**src/rtl/lut_cfg_loader_if.sv**
```systemverilog
// lut_cfg_loader_if
//   Bundles the serial bitstream handshake and the committed-word outputs of
//   lut_cfg_loader.
//   master : bitstream source (drives bit_in/bit_valid/bit_sof, observes the rest)
//   slave  : the loader itself
//   Signals:
//     bit_in, bit_valid, bit_sof : serial bit, its qualifier, start-of-frame flag
//     bit_ready                  : loader accepts a bit this cycle
//     config_out [CFG_WIDTH]     : committed word feeding the LUT config_in
//     cen                        : one-cycle commit strobe to the LUT
//     done, err                  : sticky status of the last frame
//     busy                       : frame in progress
interface lut_cfg_loader_if #(
  parameter int CFG_WIDTH = 33
);
  logic                 bit_in;
  logic                 bit_valid;
  logic                 bit_sof;
  logic                 bit_ready;
  logic [CFG_WIDTH-1:0] config_out;
  logic                 cen;
  logic                 done;
  logic                 err;
  logic                 busy;

  modport master (
    output bit_in, bit_valid, bit_sof,
    input  bit_ready, config_out, cen, done, err, busy
  );

  modport slave (
    input  bit_in, bit_valid, bit_sof,
    output bit_ready, config_out, cen, done, err, busy
  );
endinterface

```
**src/rtl/lut_cfg_loader.sv**
```systemverilog
// lut_cfg_loader
//   Serial configuration loader for the fracturable LUT. Shifts a frame of
//   CFG_WIDTH data bits (MSB first) plus one even-parity bit into a shadow
//   register, then commits the word to config_out with a one-cycle cen pulse.
//   Bad or aborted frames leave config_out untouched.
//   Ports:
//     cclk : configuration clock
//     rst  : asynchronous active-high reset
//     bus  : lut_cfg_loader_if slave modport (handshake in, committed word/status out)
//
//   state  | meaning
//   IDLE   | waiting for a bit with bit_sof; stray bits are consumed and dropped
//   LOAD   | shifting data bits, accumulating parity
//   CHECK  | parity bit received; decide commit or error
//   COMMIT | config_out holds the new word, cen high for this cycle
module lut_cfg_loader #(
  parameter int INPUTS    = 4,
  parameter int MEM_SIZE  = 2**INPUTS,
  parameter int CFG_WIDTH = 2*MEM_SIZE+1
) (
  input logic           cclk,
  input logic           rst,
  lut_cfg_loader_if.slave bus
);

  localparam int CW = $clog2(CFG_WIDTH+2);
  // Count value just before the parity bit arrives (all data bits taken).
  localparam logic [CW-1:0] LAST_DATA = CW'(CFG_WIDTH);

  typedef enum logic [1:0] {
    S_IDLE   = 2'd0,
    S_LOAD   = 2'd1,
    S_CHECK  = 2'd2,
    S_COMMIT = 2'd3
  } state_t;

  state_t               r_state;
  logic [CFG_WIDTH-1:0] r_shadow;
  logic [CFG_WIDTH-1:0] r_config;
  logic [CW-1:0]        r_count;
  logic                 r_parity;
  logic                 r_bit_ready;
  logic                 r_cen;
  logic                 r_done;
  logic                 r_err;
  logic                 r_busy;

  logic w_xfer;
  logic w_start;

  assign w_xfer  = bus.bit_valid && r_bit_ready;
  // ready is low in CHECK/COMMIT, so a start can only come from IDLE or LOAD.
  assign w_start = w_xfer && bus.bit_sof;

  always_ff @(posedge cclk or posedge rst) begin
    if (rst) begin
      r_state     <= S_IDLE;
      r_shadow    <= '0;
      r_config    <= '0;
      r_count     <= '0;
      r_parity    <= 1'b0;
      r_bit_ready <= 1'b1;
      r_cen       <= 1'b0;
      r_done      <= 1'b0;
      r_err       <= 1'b0;
      r_busy      <= 1'b0;
    end else if (w_start) begin
      // New frame, or restart of an in-flight one; the sof bit is data bit 0.
      r_state     <= S_LOAD;
      r_shadow    <= {r_shadow[CFG_WIDTH-2:0], bus.bit_in};
      r_count     <= CW'(1);
      r_parity    <= bus.bit_in;
      r_done      <= 1'b0;
      r_err       <= 1'b0;
      r_busy      <= 1'b1;
      r_bit_ready <= 1'b1;
    end else begin
      case (r_state)
        S_IDLE: begin
          r_cen <= 1'b0;
        end
        S_LOAD: begin
          if (w_xfer) begin
            r_count  <= r_count + CW'(1);
            r_parity <= r_parity ^ bus.bit_in;
            if (r_count == LAST_DATA) begin
              // Parity bit: folded into the running parity, not into the shadow.
              r_state     <= S_CHECK;
              r_bit_ready <= 1'b0;
            end else begin
              r_shadow <= {r_shadow[CFG_WIDTH-2:0], bus.bit_in};
            end
          end
        end
        S_CHECK: begin
          if (!r_parity) begin
            r_state  <= S_COMMIT;
            r_config <= r_shadow;
            r_cen    <= 1'b1;
          end else begin
            r_state     <= S_IDLE;
            r_err       <= 1'b1;
            r_busy      <= 1'b0;
            r_bit_ready <= 1'b1;
          end
        end
        S_COMMIT: begin
          r_state     <= S_IDLE;
          r_cen       <= 1'b0;
          r_done      <= 1'b1;
          r_busy      <= 1'b0;
          r_bit_ready <= 1'b1;
        end
        default: begin
          r_state     <= S_IDLE;
          r_cen       <= 1'b0;
          r_busy      <= 1'b0;
          r_bit_ready <= 1'b1;
        end
      endcase
    end
  end

  assign bus.bit_ready  = r_bit_ready;
  assign bus.config_out = r_config;
  assign bus.cen        = r_cen;
  assign bus.done       = r_done;
  assign bus.err        = r_err;
  assign bus.busy       = r_busy;

endmodule

```
**src/flat_wrapper.sv**
```systemverilog
// flat-port wrapper written by rule: the top's interface ports become plain ports
module lut_cfg_loader_flat 
#(
  parameter int INPUTS    = 4,
  parameter int MEM_SIZE  = 2**INPUTS,
  parameter int CFG_WIDTH = 2*MEM_SIZE+1
)
  (cclk, rst, bus_bit_in, bus_bit_valid, bus_bit_sof, bus_bit_ready, bus_config_out, bus_cen, bus_done, bus_err, bus_busy);
  lut_cfg_loader_if #(.CFG_WIDTH(CFG_WIDTH)) bus_i ();
  input logic cclk;
  input logic rst;
  input wire logic [$bits(bus_i.bit_in)-1:0] bus_bit_in;
  input wire logic [$bits(bus_i.bit_valid)-1:0] bus_bit_valid;
  input wire logic [$bits(bus_i.bit_sof)-1:0] bus_bit_sof;
  output wire logic [$bits(bus_i.bit_ready)-1:0] bus_bit_ready;
  output wire logic [$bits(bus_i.config_out)-1:0] bus_config_out;
  output wire logic [$bits(bus_i.cen)-1:0] bus_cen;
  output wire logic [$bits(bus_i.done)-1:0] bus_done;
  output wire logic [$bits(bus_i.err)-1:0] bus_err;
  output wire logic [$bits(bus_i.busy)-1:0] bus_busy;
  assign bus_i.bit_in = bus_bit_in;
  assign bus_i.bit_valid = bus_bit_valid;
  assign bus_i.bit_sof = bus_bit_sof;
  assign bus_bit_ready = bus_i.bit_ready;
  assign bus_config_out = bus_i.config_out;
  assign bus_cen = bus_i.cen;
  assign bus_done = bus_i.done;
  assign bus_err = bus_i.err;
  assign bus_busy = bus_i.busy;
  lut_cfg_loader #(.INPUTS(INPUTS), .MEM_SIZE(MEM_SIZE), .CFG_WIDTH(CFG_WIDTH)) u_core (.cclk(cclk), .rst(rst), .bus(bus_i));
endmodule
```
**config.mk**
```make
export PLATFORM = sky130hd
export DESIGN_NAME = lut_cfg_loader_flat
export DESIGN_NICKNAME = d
export VERILOG_FILES = /design/src/rtl/lut_cfg_loader_if.sv /design/src/rtl/lut_cfg_loader.sv /design/src/flat_wrapper.sv
export SDC_FILE = /design/constraint.sdc
export NUM_CORES = 1
export LEC_CHECK = 0
export CAP_MARGIN = 10
export CELL_PAD_IN_SITES_DETAIL_PLACEMENT = 0
export CELL_PAD_IN_SITES_GLOBAL_PLACEMENT = 1
export CORE_MARGIN = 2
export CORE_UTILIZATION = 48
export CTS_BUF_LIST = sky130_fd_sc_hd__clkbuf_4
export DETAILED_ROUTE_END_ITERATION = 10
export HOLD_SLACK_MARGIN = 0.15
export PLACE_DENSITY_LB_ADDON = 0.2
export REMOVE_ABC_BUFFERS = 1
export SYNTH_ARGS = -nofsm -noshare
export SYNTH_HDL_FRONTEND = slang
export SYNTH_SLANG_ARGS = --single-unit
```
**constraint.sdc**
```tcl
create_clock -name cclk -period 2.8 [get_ports cclk]
set_input_delay 0.42 -clock cclk [delete_from_list [all_inputs] [get_ports cclk]]
set_output_delay 0.42 -clock cclk [all_outputs]
set_load 0.02 [all_outputs]
```
==> Word level (Yosys, flattened, before mapping) <==
Index checks and enable logic that the tools add are counted.
{ "word_totals": {"wordCells": 72, "input_bits": 5, "register_bits": 80} }
{ "op_classes": {"mux": 29, "eq_ne": 9, "reduce_logical": 20, "bitwise": 3, "add_sub_neg": 1} }
{ "ops": {"columns": ["cell", "count"], "rows": [
  ["2-to-1 mux 33 bit", 4],
  ["2-to-1 mux 6 bit", 3],
  ["2-to-1 mux 1 bit", 14],
  ["AND reduction 3 bit", 4],
  ["nonzero test 2 bit", 6],
  ["!= test 3 x 1 -> 1 bit, second input constant", 3],
  ["2-to-1 mux 2 bit", 4],
  ["adder 6 x 1 -> 6 bit, second input constant", 1],
  ["equality test 6 bit, second input constant", 1],
  ["case mux 2 bit (3 select lines)", 1],
  ["AND reduction 2 bit", 3],
  ["equality test 2 bit, second input constant", 2],
  ["case mux 1 bit (2 select lines)", 2],
  ["AND reduction 4 bit", 1],
  ["nonzero test 4 bit", 1],
  ["case mux 1 bit (3 select lines)", 1],
  ["nonzero test 3 bit", 1],
  ["equality test 2 x 1 -> 1 bit, second input constant", 1],
  ["logical AND 1 bit", 2],
  ["zero test 2 bit", 1],
  ["!= test 2 x 1 -> 1 bit, second input constant", 1],
  ["!= test 2 bit, second input constant", 1],
  ["inverter 1 bit", 2],
  ["OR reduction 2 bit", 1],
  ["bitwise XOR 1 bit", 1]
]} }

==> Logic depth before layout (Yosys ltp) <==
{ "logic_depth": {"ltp_word": 5, "depth_mapped": 7, "mapped_depth_nobuf": 6} }

==> Worst setup path before layout <==
OpenSTA, ideal clock, no wires.
{ "synth_timing": {"kind": "register -> register", "start": "register u_core.r_state[1]", "end": "register u_core.r_shadow[0]", "setup_slack_ns": 1.059, "path_buffers": 2, "path_stages_with_launch": 8, "t_required_ns": 2.675, "t_arrival_ns": 1.616, "path_cell_list": "dfrtp_1 inv_1 ha_1 o211a_1 o31a_1 buf_6 buf_12 mux2_4"} }
{ "synth_between": {"elab_chain_len": 3} }
{ "synth_rtl": {"columns": ["item", "line", "source"], "rows": [
  ["start, declared", "lut_cfg_loader.sv:37", "state_t r_state;"],
  ["start signal, assigned", "lut_cfg_loader.sv:57", "r_state <= S_IDLE;"],
  ["start signal, assigned", "lut_cfg_loader.sv:69", "r_state <= S_LOAD;"],
  ["start signal, assigned", "lut_cfg_loader.sv:88", "r_state <= S_CHECK;"],
  ["equality test 2 x 1 -> 1 bit", "lut_cfg_loader.sv:78", "case (r_state)"],
  ["nonzero test 2 bit (no source line)", null, null],
  ["AND reduction 3 bit (no source line)", null, null],
  ["end signal, assigned", "lut_cfg_loader.sv:70", "r_shadow <= {r_shadow[CFG_WIDTH-2:0], bus.bit_in};"],
  ["end signal, assigned", "lut_cfg_loader.sv:91", "r_shadow <= {r_shadow[CFG_WIDTH-2:0], bus.bit_in};"],
  ["end, declared", "lut_cfg_loader.sv:38", "logic [CFG_WIDTH-1:0] r_shadow;"]
]} }
No other way between the ends.
A chain may end at the register's enable or synchronous reset.

==> Worst setup path after layout <==
{ "layout_timing": {"start": "register u_core.r_bit_ready, in the netlist u_core.bus.bit_ready", "end": "output port bus_bit_ready"} }
{ "layout_rtl": {"columns": ["item", "line", "source"], "rows": [
  ["start, declared", "lut_cfg_loader.sv:42", "logic r_bit_ready;"],
  ["start signal, assigned", "lut_cfg_loader.sv:62", "r_bit_ready <= 1'b1;"],
  ["start signal, assigned", "lut_cfg_loader.sv:76", "r_bit_ready <= 1'b1;"],
  ["start signal, assigned", "lut_cfg_loader.sv:89", "r_bit_ready <= 1'b0;"],
  ["end, declared", "flat_wrapper.sv:15", "output wire logic [$bits(bus_i.bit_ready)-1:0] bus_bit_ready;"]
]} }
No word-level cell between the ends.

==> results.toml <==
[global_route]
grt_pass1_wl_um = 8740
grt_usage = 0.150
grt_start_max_net_pins = 39
grt_antenna_before_repair = 0
grt-ovfl-total = 0
grt_pass1_vias = 1760

[sta]
rsz0062_at_grt = "no"
worstMarginPinSlew_ns = 0.464
setup_violations = 0
maxSlewViolCount = 0
finalSetupTns_ns = 0
slew_headroom = 0.686
finalHoldViolCount = 0
fin_worst_skew_ns = 0.0164
min_period_ns = 2.03
finalWorstSetupSlack_ns = 0.766
period_share = 0.727
max_freq_mhz = 492

[worst_setup_path]
reg2reg_depth = 6
crit_fanout = 7
worstPathCellList = "clkdlybuf4s50_1"
rr_endpoint = "u_core.r_shadow[20]$_DFFE_PP0P_"
cp-start-kind = "flip-flop"
r2r-start = "u_core.r_state[1]$_DFFE_PP0P_"
crit_buf_inv = 1
path_delay_family = "buffers and inverters"
cp.required_ns = 2.38
critPathSlowestCell = "clkdlybuf4s50_1"
end_kind = "primary output"
crit_arrival_ns = 1.61
critPathKind = "reg2out"
critPathMaxStageDelay_ns = 0.61
rrSetupSlack_ns = 0.83

[cts]
cts_hold_buf = 0
ctsResizeCount = 0
postCtsSetupBuffers = 0
clock_latency_ns = 0.41
tritoncts = "yes"
clk_pin_slew_worst_paths_ns = 0.13
cts_sinks = 80
cts.htree.levels = 3
cts_buffers = 9
cts-root-buf = "clkbuf_4"
clk_path_buf_depth = 2

[place]
dp_worst_setup_slack_ns = 0.573
place.gp.congestion = 0.766
dpl.hpwl_um = 3350
io_buffers = 42

[yosys]
synth_warnings = 0
yosysSeqAreaShare = 0.599
synth_edf_count = 0
synthArstFlopShare = 1.00
syn_inst = 215
ys_ff_latch = 80
avgSynthCellArea_um2 = 15.5
ys.flop_type = "dfrtp_1"
synthesis.area_um2 = 3340
synth.distinct_cells = 30

[power]
ir_worst_vdd_mv = 0.304
p_total_uw = 1970
leakagePower_uw = 0.00196
powerDensity_nw_per_um2 = 492

[cells_and_area]
final_core_utilization = 0.592
regArea_um2 = 2000
area_growth_pct = 19.7
nets = 274
multi_input_area_um2 = 1220
antenna_cells = 0
fillers = 546
drive_above_1_share = 0.335

[route]
vias = 1771
via_per_inst = 5.07
dr.pass1.iters = 4
first_iter_violations = 73
wirelength_um = 5180
wire_per_inst_um = 14.8
antenna_left = 0
post-route-drc-count = 0

[die]
die-height_um = 87.4
fp.coreArea_um2 = 6760
die_w_um = 87.4
initial_utilization = 0.495
dieArea_um2 = 7650
row_count = 30
ioPinCount = 43

[job]
cap_violations = 0

[run_status]
status = "finished, final reports clean"

[hold_path]
hold_path.class = "in2async"
==> Yosys cell counts, types with 2 or more instances <==
cell	instances	share of area
a21oi_1	3	0.0045
and3_1	2	0.0037
buf_12	3	0.018
buf_4	3	0.0067
dfrtp_1	79	0.59
ha_1	5	0.019
inv_1	6	0.0067
mux2_2	37	0.12
mux2_4	30	0.13
mux2i_1	2	0.0060
nand2_1	9	0.010
nand3_1	2	0.0030
nand4_1	3	0.0056
nor2_1	10	0.011
o21ai_0	2	0.0030
xor2_1	5	0.013
==> cells by family after synthesis <==
kind of cell	synth area share
mux	0.265
simple gates	0.0438
fa+ha+maj	0.0187
compound gates	0.0232
buf+inv	0.0363
flops	0.599
xor+xnor	0.0131
==> sequential cells by signal, summed over array words and instances, names as in the netlist <==
register               flops
u_core.r_count             6
u_core.r_shadow           33
u_core.r_state             2
u_core.r_parity            1
u_core.bus.cen             1
u_core.bus.busy            1
u_core.bus.config_out     33
u_core.bus.done            1
u_core.bus.bit_ready       1
u_core.bus.err             1
==> worst max path at each step <==
stage | from | end | slack, ns | cells after the start
2_1_floorplan | u_core.r_state[1]$_DFFE_PP0P_ | u_core.r_shadow[20]$_DFFE_PP0P_ | 0.04 | 5
3_3_place_gp | bus_bit_valid | u_core.r_shadow[20]$_DFFE_PP0P_ | 0.62 | 5
3_5_place_dp | bus_bit_valid | u_core.r_shadow[20]$_DFFE_PP0P_ | 0.57 | 5
4_1_cts | u_core.bus.bit_ready$_DFFE_PP1P_ | bus_bit_ready | 0.74 | 1
5_1_grt | u_core.r_state[1]$_DFFE_PP0P_ | u_core.r_shadow[20]$_DFFE_PP0P_ | 0.68 | 6
6_report | u_core.bus.bit_ready$_DFFE_PP1P_ | bus_bit_ready | 0.77 | 1
==> cell type report <==
| type | count | area share |
|---|---|---|
| Tap cell | 80 | 0.0250 |
| Clock inverter | 6 | 0.0228 |
| Clock buffer | 10 | 0.0188 |
| Timing Repair Buffer | 46 | 0.122 |
| Sequential cell | 80 | 0.501 |
| Inverter | 6 | 0.00594 |
| Multi-Input combinational cell | 121 | 0.305 |
==> layout by cell type (no fill, tap or decap), drive strengths merged, types with 3 or more instances in the layout <==
master          n
a21oi           3
nor2           10
clkinv          3
inv             7
ha              5
dfrtp          79
xor2            5
clkbuf         10
mux2           67
clkdlybuf4s50  42
nand2           9
buf             4
nand4           3
==> report_power, final <==
part / switching [µW] / internal (µW) / leakage [µW]
logic: 24.4 / 9.14 / 0.000766
clock network: 400 / 379 / 0.0000914
registers: 0 / 1160 / 0.00110
==> per-stage QoR <==
stage          area, µm²  std cells  hold slack (ns)
4_1_cts             4000        349            0.290
2_1_floorplan       3240        207            0.478
3_5_place_dp        3830        333            0.480
6_report            4000        349            0.302
5_1_grt             4000        349            0.319
3_3_place_gp        3830        333            0.469
==> metal layers <==
layer  wire length, µm  global-route usage  share of wire
met5                 0                   0              0
met4                95              0.0713          0.018
met3               163              0.0341          0.031
met2              2270               0.205           0.44
met1              2640               0.225           0.51
Note: power is estimated with default switching activity, not from simulation.
==> patch 1 (same settings) <==
One comparison of `r_count` changes from == to >=.
--- a/src/rtl/lut_cfg_loader.sv
+++ b/src/rtl/lut_cfg_loader.sv
@@ -83,7 +83,7 @@
           if (w_xfer) begin
             r_count  <= r_count + CW'(1);
             r_parity <= r_parity ^ bus.bit_in;
-            if (r_count == LAST_DATA) begin
+            if (r_count >= LAST_DATA) begin
               // Parity bit: folded into the running parity, not into the shadow.
               r_state     <= S_CHECK;
               r_bit_ready <= 1'b0;
Formal check against the unedited RTL: same outputs for any inputs over 10 cycles, from zero or initial values and one cycle with rst high; that may be too few to reach the edited logic, so the function may still have changed.
==> patch 1 against the unedited design <==
Design area grew 0.19%. Sequential cell count is the same. Critical path type unchanged. Synthesized area grew 0.86%. Via count grew 4.9%. Worst setup slack lost 0.0028 ns. Routed wire length grew 1.7%.
Power is not compared: it rests on default switching activity, and its combinational part moved more than twofold at a synthesized area within 25%.
==> patch 1: results (changes against the unedited design) <==
Pwr
  • P_sw: 0.00110 W
  • Worst vdd ir: around 0.52 mV
  • LEAKAGE: about 2.0 nW

Setup path
  • Worst R2R End: u_core.r_shadow[32]
  • CP bufs+invs: 1 (unchanged)
  • Cell family with most CP delay: buffers and inverters
  • Reg2Reg Setup Slack: 0.80 ns (-0.03 ns)
  • Crit path DAT: ~1.6 ns
  • Crit Path Max Fanout: 6 (-1)
  • R2R cell count: 6 (unchanged)

Layout
  • Final-layout fill cell count: 568 (+4.0%)
  • Number of diodes: 0 (unchanged)
  • Share of layout cells above drive strength 1: 0.339 (+0.00484)
  • Nets@finish: 280 (+2.2%)
  • Final Non-Filler Cells: 370 (+6.0%)
  • Sequential cell area: 2000 µm² (unchanged)

Place
  • Post-Place Cells: 354 (+6.3%)
  • Dpl hpwl: 3430 µm (+2.5%)
  • Port bufs: 42 (unchanged)
  • Final Wtd Congestion: 0.773 (+0.86%)
  • Post-Place Cell Area: 3880 µm² (+1.3%)

Clock tree
  • Worst-path clk slew: 0.14 ns
  • PostCTS Resize Cnt: 0 (unchanged)
  • H-tree depth: 3 (unchanged)
  • Worst skew pair latency: between 0.4 and 0.5 ns
  • CTS buffer count: 9 (unchanged)
  • Clk root buf: clkbuf_4
  • Clk buf depth: 2 (unchanged)

Yosys
  • Xor/xnor share of the synthesized area: 0.0130 (-0.000112)
  • Area contributors post-synth: dfrtp_1, mux2_4, mux2_2, ha_1, buf_12
  • Adder-cell share of the synthesized area: 0.0223 (+0.00355)
  • Warnings from Yosys: 0 (unchanged)
  • Compound-Gate Fraction of Synth Area: 0.0282 (+0.00500)
  • Asr flop ratio synth: 1.00 (unchanged)
  • Multiplexer area fraction after synthesis: 0.260 (-0.00524)
  • Main flop type after synthesis: dfrtp_1
  • Seq/Total Area, Yosys: 0.594 (-0.00512)
  • Syn Inst Count: 219 (+1.9%)
  • Unique cell type count in the Yosys netlist: 33 (+10%)
  • Most frequent cells after synthesis: dfrtp_1, mux2_2, mux2_4

Timing
  • Worst Clk Skew: 0.0192 ns (+0.00283 ns)
  • Max transition margin: 0.630 (-0.0566)
  • Fin Hold WS: 0.337 ns (+0.0350 ns)

Hold path
  • Worst hold path class: input port to asynchronous set/reset pin

Route
  • Initial DRC Count: 100 (+37%)
  • DRT Wirelength: 5260 µm (+1.7%)
  • Vias/cell: 5.02 (-1.1%)
  • First-pass detailed-route iteration total: 4 (unchanged)

GRT
  • First-pass GRT wire length: 9050 µm (+3.5%)
  • Largest net degree at the start of global routing: 37 (-5.1%)
  • Initial antenna violation count: 0 (unchanged)
  • Tot GR Track Use: 0.157 (+0.00654)
  • Vias in the first global route: 1780 (+1.1%)

Outcome
  • Status: finished, final reports clean
## patch 1: cells by family after synthesis
| kind of cell | Yosys count |
|---|---|
| AO/OA/AOI/OAI | 13 |
| flip-flops | 80 |
| buffers and inverters | 13 |
| AND/OR/NAND/NOR | 34 |
| multiplexers | 68 |
| adder cells (fa/ha/maj) | 6 |
| XOR/XNOR | 5 |
## patch 1: worst max path at each step
stage,from,to,slack (ns),cells after the start
after floorplan,u_core.r_state[0],u_core.r_shadow[5],0.22,4
after global placement,bus_bit_sof,u_core.r_shadow[21],0.59,5
after detailed placement,bus_bit_sof,u_core.r_shadow[28],0.54,5
after CTS,u_core.bus.bit_ready,bus_bit_ready,0.73,1
after global routing,u_core.bus.bit_ready,bus_bit_ready,0.70,1
final,u_core.bus.bit_ready,bus_bit_ready,0.76,1
## patch 1: worst register-to-register path, stage by stage, from the launching register on
cell     delay [ns]
dfrtp_1        0.41
inv_1          0.06
ha_1           0.22
o211a_1        0.32
a21bo_2        0.23
buf_4          0.32
mux2_4         0.35
## patch 1: stage by stage
| step | power [W] | setup slack [ns] |
|---|---|---|
| 2_1_floorplan | 0.00225 | 0.225 |
| 3_3_place_gp | 0.00261 | 0.592 |
| 3_5_place_dp | 0.00262 | 0.544 |
| 4_1_cts | 0.00324 | 0.728 |
| 5_1_grt | 0.00339 | 0.701 |
| 6_report | 0.00320 | 0.763 |
## patch 1: power groups by stage
| stage | Clock, W | Sequential (W) | Combinational, W |
|---|---|---|---|
| floorplan | 0 | 0.00157 | 0.000679 |
| global placement | 0 | 0.00151 | 0.00110 |
| detailed placement | 0 | 0.00151 | 0.00111 |
| CTS | 0.000630 | 0.00149 | 0.00111 |
| global route | 0.000679 | 0.00152 | 0.00119 |
| finish | 0.000607 | 0.00149 | 0.00110 |
## patch 1: routing by layer
metal  track usage  share of wire  vias up
met5             0              0        -
met2         0.214           0.42       37
met4        0.0797          0.021        0
li1              -              -      868
met3        0.0396          0.038       11
met1         0.231           0.52      941
## patch 1: area by class of cell
| class | instances | area share |
|---|---|---|
| Clock buffer | 9 | 0.0169 |
| Clock inverter | 7 | 0.0137 |
| Inverter | 5 | 0.00500 |
| Multi-Input combinational cell | 126 | 0.314 |
| Sequential cell | 80 | 0.500 |
| Tap cell | 96 | 0.0300 |
| Timing Repair Buffer | 47 | 0.121 |
==> patch 2 (same settings) <==
Made on the original files. `INPUTS` is set to 4 in 2 places; all go to 3.
--- a/src/rtl/lut_cfg_loader.sv
+++ b/src/rtl/lut_cfg_loader.sv
@@ -14,7 +14,7 @@
 //   CHECK  | parity bit received; decide commit or error
 //   COMMIT | config_out holds the new word, cen high for this cycle
 module lut_cfg_loader #(
-  parameter int INPUTS    = 4,
+  parameter int INPUTS    = 3,
   parameter int MEM_SIZE  = 2**INPUTS,
   parameter int CFG_WIDTH = 2*MEM_SIZE+1
 ) (
--- a/src/flat_wrapper.sv
+++ b/src/flat_wrapper.sv
@@ -1,7 +1,7 @@
 // flat-port wrapper written by rule: the top's interface ports become plain ports
 module lut_cfg_loader_flat 
 #(
-  parameter int INPUTS    = 4,
+  parameter int INPUTS    = 3,
   parameter int MEM_SIZE  = 2**INPUTS,
   parameter int CFG_WIDTH = 2*MEM_SIZE+1
 )
Interface: changed (resized bus_config_out); port bits go from 43 to 27. The function was not compared with the original's and may differ.
==> patch 2 against the unedited design <==
Routed wire length decreased by 38%. Total power increased by 27%. Combinational power increased to 33 times the old value. Design area decreased by 41%. Synthesized area decreased by 40%. Highest routed layer unchanged. Critical endpoint unchanged. Largest power group is now combinational logic. Synthesized cell count decreased by 33%. Global-route usage increased by 1.2 points. Worst setup slack improved by 0.056 ns. Cell count decreased by 36%. Sequential cell count decreased by 33. Critical path type unchanged. Clock skew decreased by 0.0078 ns.
==> patch 2: results (changes against the unedited design) <==
GRT
  • Tot GR Track Use: 0.162 (+0.0117)
  • First-pass GRT wire length: 5450 µm (-38%)
  • Vias in the first global route: 1153 (-34%)
  • Largest net degree at the start of global routing: 29 (-26%)

Setup path
  • Crit Path Max Fanout: 6 (-1)
  • Worst r2r src: u_core.r_state[0]
  • R2R cell count: 5 (-1)
  • Worst R2R End: u_core.r_state[0]
  • Crit path DAT: 1.56 ns (-0.05 ns)
  • Reg2Reg Setup Slack: 0.92 ns (+0.09 ns)

Outcome
  • Status: finished, final reports clean

Layout
  • Sequential cell area: 1180 µm² (-41%)
  • Share of layout cells above drive strength 1: 0.269 (-0.0660)
  • Multi-input combinational area share: 0.326 (+0.0214)
  • #MultiIn Comb: 86 (-29%)
  • Data buffer area share: 0.123 (+0.000632)
  • Non-Clock Inverter Count: 5 (-1)
  • Final-layout fill cell count: 327 (-40%)
  • Non-Clock Buffer Count: 30 (-35%)
  • Final Non-Filler Cells: 225 (-36%)
  • Nets@finish: 185 (-32%)
  • ClkCell Share: 0.0196 (-0.0220)

Yosys
  • Adder-cell share of the synthesized area: 0.0310 (+0.0123)
  • Synthesized flop and latch total: 47 (-41%)
  • Syn Inst Count: 143 (-33%)
  • Multiplexer area fraction after synthesis: 0.219 (-0.0463)
  • Area contributors post-synth: dfrtp_1, mux2_2, mux2_4, ha_1, xor2_1
  • Warnings from Yosys: 0 (unchanged)
  • Asr flop ratio synth: 1.00 (unchanged)
  • Xor/xnor share of the synthesized area: 0.0174 (+0.00428)
  • Seq/Total Area, Yosys: 0.584 (-0.0153)
  • Unique cell type count in the Yosys netlist: 31 (+3.3%)
  • Compound-Gate Fraction of Synth Area: 0.0484 (+0.0252)
  • Most frequent cells after synthesis: dfrtp_1, mux2_2, mux2_4

Clock tree
  • CTS buffer count: 5 (-4)
  • Worst skew pair latency: 0.35 ns (-0.06 ns)
  • H-tree depth: 2 (-1)

Route
  • DRT Wirelength: 3180 µm (-38%)
  • Vias/cell: 5.11 (+0.63%)
  • Initial DRC Count: 21 (-71%)

Place
  • Port bufs: 26 (-38%)
  • Final Wtd Congestion: 0.782 (+2.1%)
  • Dpl hpwl: 2270 µm (-32%)
  • Post-Place Cells: 218 (-35%)

Pwr
  • LEAKAGE: 1.12 nW (-43%)
  • Worst vdd ir: 0.481 mV (+58%)

Timing
  • Worst Clk Skew: 0.00859 ns (-0.00777 ns)
  • Slew @ Worst Pin: 0.705 ns (+0.241 ns)

Hold path
  • Worst hold path class: input port to asynchronous set/reset pin
==> patch 2: changes by cell type in the layout (fill, tap and decap cells not counted), moves of 2 or more <==
cell,delta
buf_12,-3
buf_4,+3
bufinv_16,-2
clkbuf_4,-5
clkdlybuf4s50_1,-16
clkinv_1,+2
dfrtp_1,-33
inv_6,-2
mux2_2,-12
mux2_4,-20
nand2b_1,+2
nor2_1,-3
o21ai_0,+2
==> patch 2: stage by stage <==
| stage | cell area, µm² | hold WS [ns] | worst slack [ns] |
|---|---|---|---|
| after floorplan | 1970 | 0.478 | 0.894 |
| after global placement | 2320 | 0.477 | 0.719 |
| after detailed placement | 2320 | 0.493 | 0.711 |
| after CTS | 2370 | 0.386 | 0.797 |
| after global routing | 2370 | 0.396 | 0.718 |
| final | 2370 | 0.383 | 0.821 |
==> patch 2: report_power, final <==
group,switching [W],internal [W]
sequential,0.000174,0.000929
combinational,0.000499,0.000607
clock,0.000199,0.0000893
==> patch 2: routing by layer <==
metal  up-vias  part of all wire  GRT usage
li1        555                 -          -
met1       567              0.47      0.214
met2        20              0.46      0.239
met3         7             0.048     0.0568
met4         0             0.020     0.0735
met5         -                 0          0
==> patch 2: worst max path at each step <==
stage,to,depth (start not counted),startpoint
finish,bus_bit_ready,1,u_core.bus.bit_ready
detailed placement,u_core.r_state[0],4,bus_bit_sof
floorplan,u_core.r_shadow[3],3,u_core.bus.bit_ready
global placement,u_core.r_state[0],4,bus_bit_sof
global route,bus_bit_ready,1,u_core.bus.bit_ready
CTS,bus_bit_ready,1,u_core.bus.bit_ready
